### config.mk
export PLATFORM = sky130hd
export DESIGN_NAME = aes_core_scheduler
export DESIGN_NICKNAME = d
export VERILOG_FILES = /design/src/rtl/aes_core_scheduler.sv
export SDC_FILE = /design/constraint.sdc
export NUM_CORES = 1
export LEC_CHECK = 0
export ABC_AREA = 0
export ABC_CLOCK_PERIOD_IN_PS = 1800
export CORE_AREA = 4 4 397 399
export CTS_CLUSTER_DIAMETER = 80
export CTS_CLUSTER_SIZE = 10
export DETAILED_ROUTE_END_ITERATION = 7
export DIE_AREA = 0 0 401 403
export DONT_BUFFER_PORTS = 1
export RECOVER_POWER = 25
export SYNTH_ARGS = -nofsm -noshare
export SYNTH_HDL_FRONTEND = slang
export SYNTH_SLANG_ARGS = --single-unit
### constraint.sdc
create_clock -name AES_clk -period 1.8 [get_ports AES_clk]
set_input_delay 0.45 -clock AES_clk [delete_from_list [all_inputs] [get_ports AES_clk]]
set_output_delay 0.45 -clock AES_clk [all_outputs]
set_load 0.005 [all_outputs]
### src/rtl/aes_core_scheduler.sv
// Round-robin arbiter sharing one AES core between NUM_REQ requesters,
// with per-job watchdog, core reset on hang and tagged result return.
module aes_core_scheduler #(
  parameter int NUM_REQ      = 2,
  parameter int IDW          = 1,
  parameter int TIMEOUT_CYC  = 64,
  parameter int CORE_RST_CYC = 4
) (
  input  logic                   AES_clk,
  input  logic                   AES_rst,
  input  logic [NUM_REQ-1:0]     req_valid,
  output logic [NUM_REQ-1:0]     req_ready,
  input  logic [NUM_REQ*128-1:0] req_data,
  input  logic [NUM_REQ*128-1:0] req_key,
  output logic                   rsp_valid,
  input  logic                   rsp_ready,
  output logic [127:0]           rsp_data,
  output logic [IDW-1:0]         rsp_id,
  output logic                   rsp_err,
  output logic                   busy,
  output logic                   core_rst_n,
  output logic                   core_en,
  output logic [127:0]           core_data_in,
  output logic [127:0]           core_key_in,
  input  logic [127:0]           core_data_out,
  input  logic                   core_data_out_valid
);

  localparam int CW = $clog2(TIMEOUT_CYC + 1);
  localparam int FW = $clog2(CORE_RST_CYC + 1);

  typedef enum logic [1:0] {IDLE, RUN, FLUSH, RESP} state_t;

  state_t               state, state_nx;
  logic [IDW-1:0]       last_grant, grant, id_q;
  logic [CW-1:0]        cnt;
  logic [FW-1:0]        fcnt;
  logic [127:0]         sel_data, sel_key, rsp_data_q;
  logic [NUM_REQ-1:0]   grant_oh;
  logic                 rsp_err_q, rst_done, found, any_req;

  assign any_req = |req_valid;

  // Search starts just past the last winner so nobody starves.
  always_comb begin
    grant = '0;
    found = 1'b0;
    for (int k = 1; k <= NUM_REQ; k++)
      for (int i = 0; i < NUM_REQ; i++)
        if (!found && req_valid[i] &&
            (i == (int'(last_grant) + k) % NUM_REQ)) begin
          found = 1'b1;
          grant = IDW'(i);
        end
  end

  always_comb begin
    sel_data = '0;
    sel_key  = '0;
    grant_oh = '0;
    for (int i = 0; i < NUM_REQ; i++)
      if (grant == IDW'(i)) begin
        sel_data    = req_data[128*i +: 128];
        sel_key     = req_key[128*i +: 128];
        grant_oh[i] = 1'b1;
      end
  end

  always_comb begin
    state_nx = state;
    unique case (state)
      IDLE:  if (any_req) state_nx = RUN;
      RUN: begin
        if (core_data_out_valid)
          state_nx = RESP;
        else if (cnt == CW'(TIMEOUT_CYC - 1))
          state_nx = FLUSH;
      end
      FLUSH: if (fcnt == FW'(CORE_RST_CYC - 1)) state_nx = RESP;
      RESP:  if (rsp_ready) state_nx = IDLE;
      default: state_nx = IDLE;
    endcase
  end

  always_ff @(posedge AES_clk) begin
    if (AES_rst) begin
      state        <= IDLE;
      last_grant   <= IDW'(NUM_REQ - 1);
      id_q         <= '0;
      cnt          <= '0;
      fcnt         <= '0;
      core_data_in <= '0;
      core_key_in  <= '0;
      rsp_data_q   <= '0;
      rsp_err_q    <= 1'b0;
      rst_done     <= 1'b0;
    end else begin
      state    <= state_nx;
      rst_done <= 1'b1;
      unique case (state)
        IDLE: begin
          if (any_req) begin
            core_data_in <= sel_data;
            core_key_in  <= sel_key;
            id_q         <= grant;
            last_grant   <= grant;
            cnt          <= '0;
          end
        end
        RUN: begin
          cnt  <= cnt + CW'(1);
          fcnt <= '0;
          if (core_data_out_valid) begin
            rsp_data_q <= core_data_out;
            rsp_err_q  <= 1'b0;
          end
        end
        FLUSH: begin
          fcnt <= fcnt + FW'(1);
          if (fcnt == FW'(CORE_RST_CYC - 1)) begin
            rsp_data_q <= '0;
            rsp_err_q  <= 1'b1;
          end
        end
        default: ;
      endcase
    end
  end

  assign req_ready  = (state == IDLE && any_req && !AES_rst) ? grant_oh : '0;
  assign core_en    = (state == RUN);
  assign core_rst_n = rst_done && (state != FLUSH);
  assign busy       = (state != IDLE);
  assign rsp_valid  = (state == RESP);
  assign rsp_data   = rsp_data_q;
  assign rsp_id     = id_q;
  assign rsp_err    = rsp_err_q;

endmodule

After elaboration in Yosys (flattened, before gate mapping):

Cells that the tools add are included.

* bits in registers: 400

* add/sub/neg operators: 4
* equality and inequality tests: 13
* mux-type cells: 27
* bitwise logic cells: 2
* reductions and logical operators: 25

Operators with widths (number)
* 128-bit 2-to-1 mux: 4
* 128-bit case mux with 2 select lines: 1
* 32-bit zero test: 2
* 7-bit case mux with 2 select lines: 1
* 2-bit 2-to-1 mux: 6
* 1-bit 2-to-1 mux: 11
* 1-bit logical AND: 10
* 2-bit case mux with 4 select lines: 1
* 7-bit by 1-bit adder with 7-bit output (second input constant): 1
* 7-bit by 6-bit == test with 1-bit output (second input constant): 1
* 7-bit 2-to-1 mux: 1
* 2-bit != test (second input constant): 3
* 3-bit case mux with 2 select lines: 1
* 2-bit nonzero test: 3
* 2-bit == test (first input constant): 2
* 2-bit == test (second input constant): 2
* 1-bit zero test: 4
* 2-bit by 1-bit != test with 1-bit output (second input constant): 2
* 2-bit AND reduction: 2
* 4-bit AND reduction: 1
* 3-bit by 1-bit adder with 3-bit output (second input constant): 1
* 3-bit by 2-bit == test with 1-bit output (second input constant): 1
* 3-bit by 1-bit != test with 1-bit output (second input constant): 1
* 3-bit AND reduction: 1
* other kinds (6): 8

Depth between registers and ports, before layout:

* depth after elaboration: 19
* gate-level depth with buffers: 8
* mapped depth without buffers: 6

Least setup slack after synthesis:

OpenSTA, ideal clock, no wires.

* path type: reg-to-reg
* start: reg state[1]
* end: reg rsp_data_q[10] (netlist: rsp_data[10])
* setup time: 0.128 ns
* data arrival time: 1.735 ns
* data required time: 1.672 ns
* path slack: -0.063 ns
* stages on the path, launching flop included: 9
* path buffers: 2
* clock period less this slack: 1.863 ns
* path through: dfxtp_1 > inv_1 > ha_1 > nor2b_1 > or3_4 > buf_6 > buf_6 > a22oi_2 > nor2_1

* longest elaborated chain between the ends: 3

Ends and longest elaborated chain
* from (decl): line 34 `state_t state, state_nx;`
* from (signal assigned): line 98 `state <= state_nx;`
* 2-bit by 1-bit == test with 1-bit output (*)
* via core_en: line 22 `output logic core_en,`
* 2-bit by 1-bit != test with 1-bit output (no line) or 2-bit nonzero test (tied branches)
* 3-bit AND reduction (no line)
* to (signal assigned): line 114 `rsp_data_q <= core_data_out;`
* to (decl): line 38 `logic [127:0] sel_data, sel_key, rsp_data_q;`

The timed path passes the listed nets; every way through them passes the cells marked *.
A chain may end at the register's enable or synchronous reset.

Worst setup path in the final report:

* start: reg state[0]
* end: out req_ready[1]

* longest elaborated chain between the ends: 4

Ends and longest elaborated chain
* 2-bit zero test: line 130 `assign req_ready = (state == IDLE && any_req && !AES_rst) ? grant_oh : '0;`
* 1-bit logical AND (2 in series): line 130
* 2-bit 2-to-1 mux: line 130
* to (decl): line 12 `output logic [NUM_REQ-1:0] req_ready,`

Every way passes these cells.

==> reports/results.ini <==
[pwr]
finalPower_mw = 43.33
p_per_area_mw_per_mm2 = 1474
vdd_drop_max_uv = 696.6
p_leak_nw = 10.61

[job]
maxCapViolations = 0

[floorplanning]
die_h_um = 403
core.rowCount = 144
initial_core_util = 0.1073
ios = 1038
die-width_um = 401
dieArea_mm2 = 0.1616
core_mm2 = 0.1539

[detailed_routing]
drt_iter0_drc = 2054
drc = 0
postRouteAntennaNets = 0
wire_per_inst_um = 26.92
firstDrtPassIters = 6
vias = 19590
viasPerCell = 4.215
routed_wl_um = 125100

[setup_path]
cp.required_ns = 1.35
worst_setup_path_end_kind = primary output
startpoint_type = flop
critPathMaxFanout = 3
critical_path_class = flop to primary output
worstPathArrival_ns = 1.67

[timing]
tightest_slew_ns = 1.227
max_freq_mhz = 471.8
setup_tns_ns = -47.88
hold_ws_ns = -0.07944
grt_setup_unrepaired = yes
slew_violations = 0
setup_viol = 355
max_slew_margin = 0.1823
finalHoldViolations = 39
fin_crit_sh = 1.178
skew_ns = 0.05796
setup_ws_ns = -0.3196
period_minus_slack_ns = 2.120

[finish]
syn2layout_area_growth_pct = 77.99
drive_gt1_frac = 0.2233
fin_util = 0.1910
stdcell_count = 4648
final_nets = 3201
postLayoutCellArea_mm2 = 0.02939

[synthesis]
synth-main-ff-cell = dfxtp_1
syn_area_mm2 = 0.01651
syn_nets = 2601
synth.largest_area_cell = dfxtp_1
ys_async_sr_fraction = 0
synth-seq-area-share = 0.4849
post_synth.cell_area_avg_um2 = 8.481
yosysMostFrequentCell = nand2_1
ys_warn_count = 0
yosysTopAreaCellShare = 0.4849
yosys-top-cells-count = nand2_1 (519), dfxtp_1 (400), nor2_1 (397)
synth_enable_flop_cells = 0
synthTopCellsByArea = dfxtp_1 (48%), a311oi_1 (14%), nand2_1 (12%)
ys_seq_elements = 400
ys_types = 37
syn_inst = 1947

[grt]
grt_max_degree = 397
antenna_found_initial = 89
grt_first_pass_wirelength_um = 157300
track_usage = 0.1384
grt_pass1_vias = 18690
grt-ovfl-total = 0

[cts]
clock_latency_ns = 0.65
path_clk_slew_ns = 0.06
cts.sinks = 400
numCtsBuffers = 48
clock_path_buffers = 3
cts-root-buf = clkbuf_16
htree_levels = 2
cts_tree = built

[status]
violations = negative hold slack, negative setup slack
run_status = finished, violations left

[placement]
port_buffers = 0
numPlacedInstances = 3901
dp_hpwl_um = 87490
post-place-ws_ns = -0.1560
gp_congestion = 0.9321
post_dp_cell_area_mm2 = 0.01921

[worst_hold_path]
min_path_type = input pin to flop

-- timing repair --
action / in CTS / in global routing
pin swaps: 113 / 203
gates resized for setup: 137 / 205
hold buffers: 507 / 7
cloned: 37 / 26
setup buffers: 36 / 37
hold endpoints to repair: 389 / 135
setup endpoints to repair: 405 / 405
-- cells in the final DEF (no fill, tap or decap), drive strengths merged, types with 2 or more instances in the layout --
cell type	netlist	routed
nand2	519	519
dlygate4sd3	0	514
dfxtp	400	400
nor2	398	398
a311oi	257	257
buf	118	196
a22oi	129	129
clkbuf	67	71
diode	0	51
inv	6	9
ha	8	8
nor2b	6	6
nor3	5	5
xnor2	4	4
o21ai	4	4
nand3	3	3
a21oi	3	3
or3	1	3
clkinv	0	3
o31ai	2	2
nor3b	2	2
and2	2	2
or2	2	2
nor4	2	2
-- logic make-up after synthesis --
| logic type | synth area share |
|---|---|
| and+or+nand+nor | 0.2189 |
| muxes | 0.001288 |
| adders and majority gates | 0.006062 |
| DFF | 0.4849 |
| buffers and inverters | 0.05652 |
| AOI/OAI and AO/OA | 0.2302 |
| xor gates and xnor gates | 0.002121 |
-- cell type report --
type,count,area (um^2)
fillers,16620,124500
repair buffers,733,8828
multi-input cells,1358,8491
flip-flops and latches,400,8016
well taps,2044,2557
clock buffers,49,1215
diodes,51,127.6
clock inverters,7,126.4
inverters,6,30.03
-- critical path: stages, from the launching register on --
cell     delay (ns)
dfxtp_4        0.35
inv_4          0.08
ha_4           0.14
inv_4          0.04
buf_12         0.13
nor3_4         0.13
buf_6          0.14
-- sequential cells by signal, indices dropped and copies added, names as in the netlist --
register	flops
core_data_in	128
core_key_in	128
rsp_data	128
cnt	7
fcnt	3
state	2
last_grant	1
rsp_err	1
rsp_id	1
rst_done	1
-- worst paths after layout --
| path | start | slack, ns | depth (start not counted) | endpoint |
|---|---|---|---|---|
| max | state[0]$_SDFFE_PP0P_ | -0.32 | 6 | req_ready[1] |
| min | AES_rst | -0.08 | 1 | core_data_in[48]$_SDFFE_PP0N_ |
| max reg2reg | state[1]$_SDFFE_PP0P_ | -0.31 | 9 | rsp_data[124]$_SDFFE_PP0P_ |
| min reg2reg | cnt[2]$_SDFFE_PP0P_ | 0.51 | 2 | cnt[2]$_SDFFE_PP0P_ |
-- layer usage --
layer / vias to the layer above / part of all wire / global-route usage
met3: 511 / 0.15 / 0.09266
met4: 62 / 0.072 / 0.09970
met2: 1521 / 0.45 / 0.2108
li1: 8080 / - / -
met1: 9416 / 0.33 / 0.1343
met5: - / 0.0032 / 0
-- power by group --
group          internal (mW)  switching [mW]
clock                   4.82            4.14
sequential              11.5            4.18
combinational           9.81            8.87
Power figures use the tool's default switching activity.
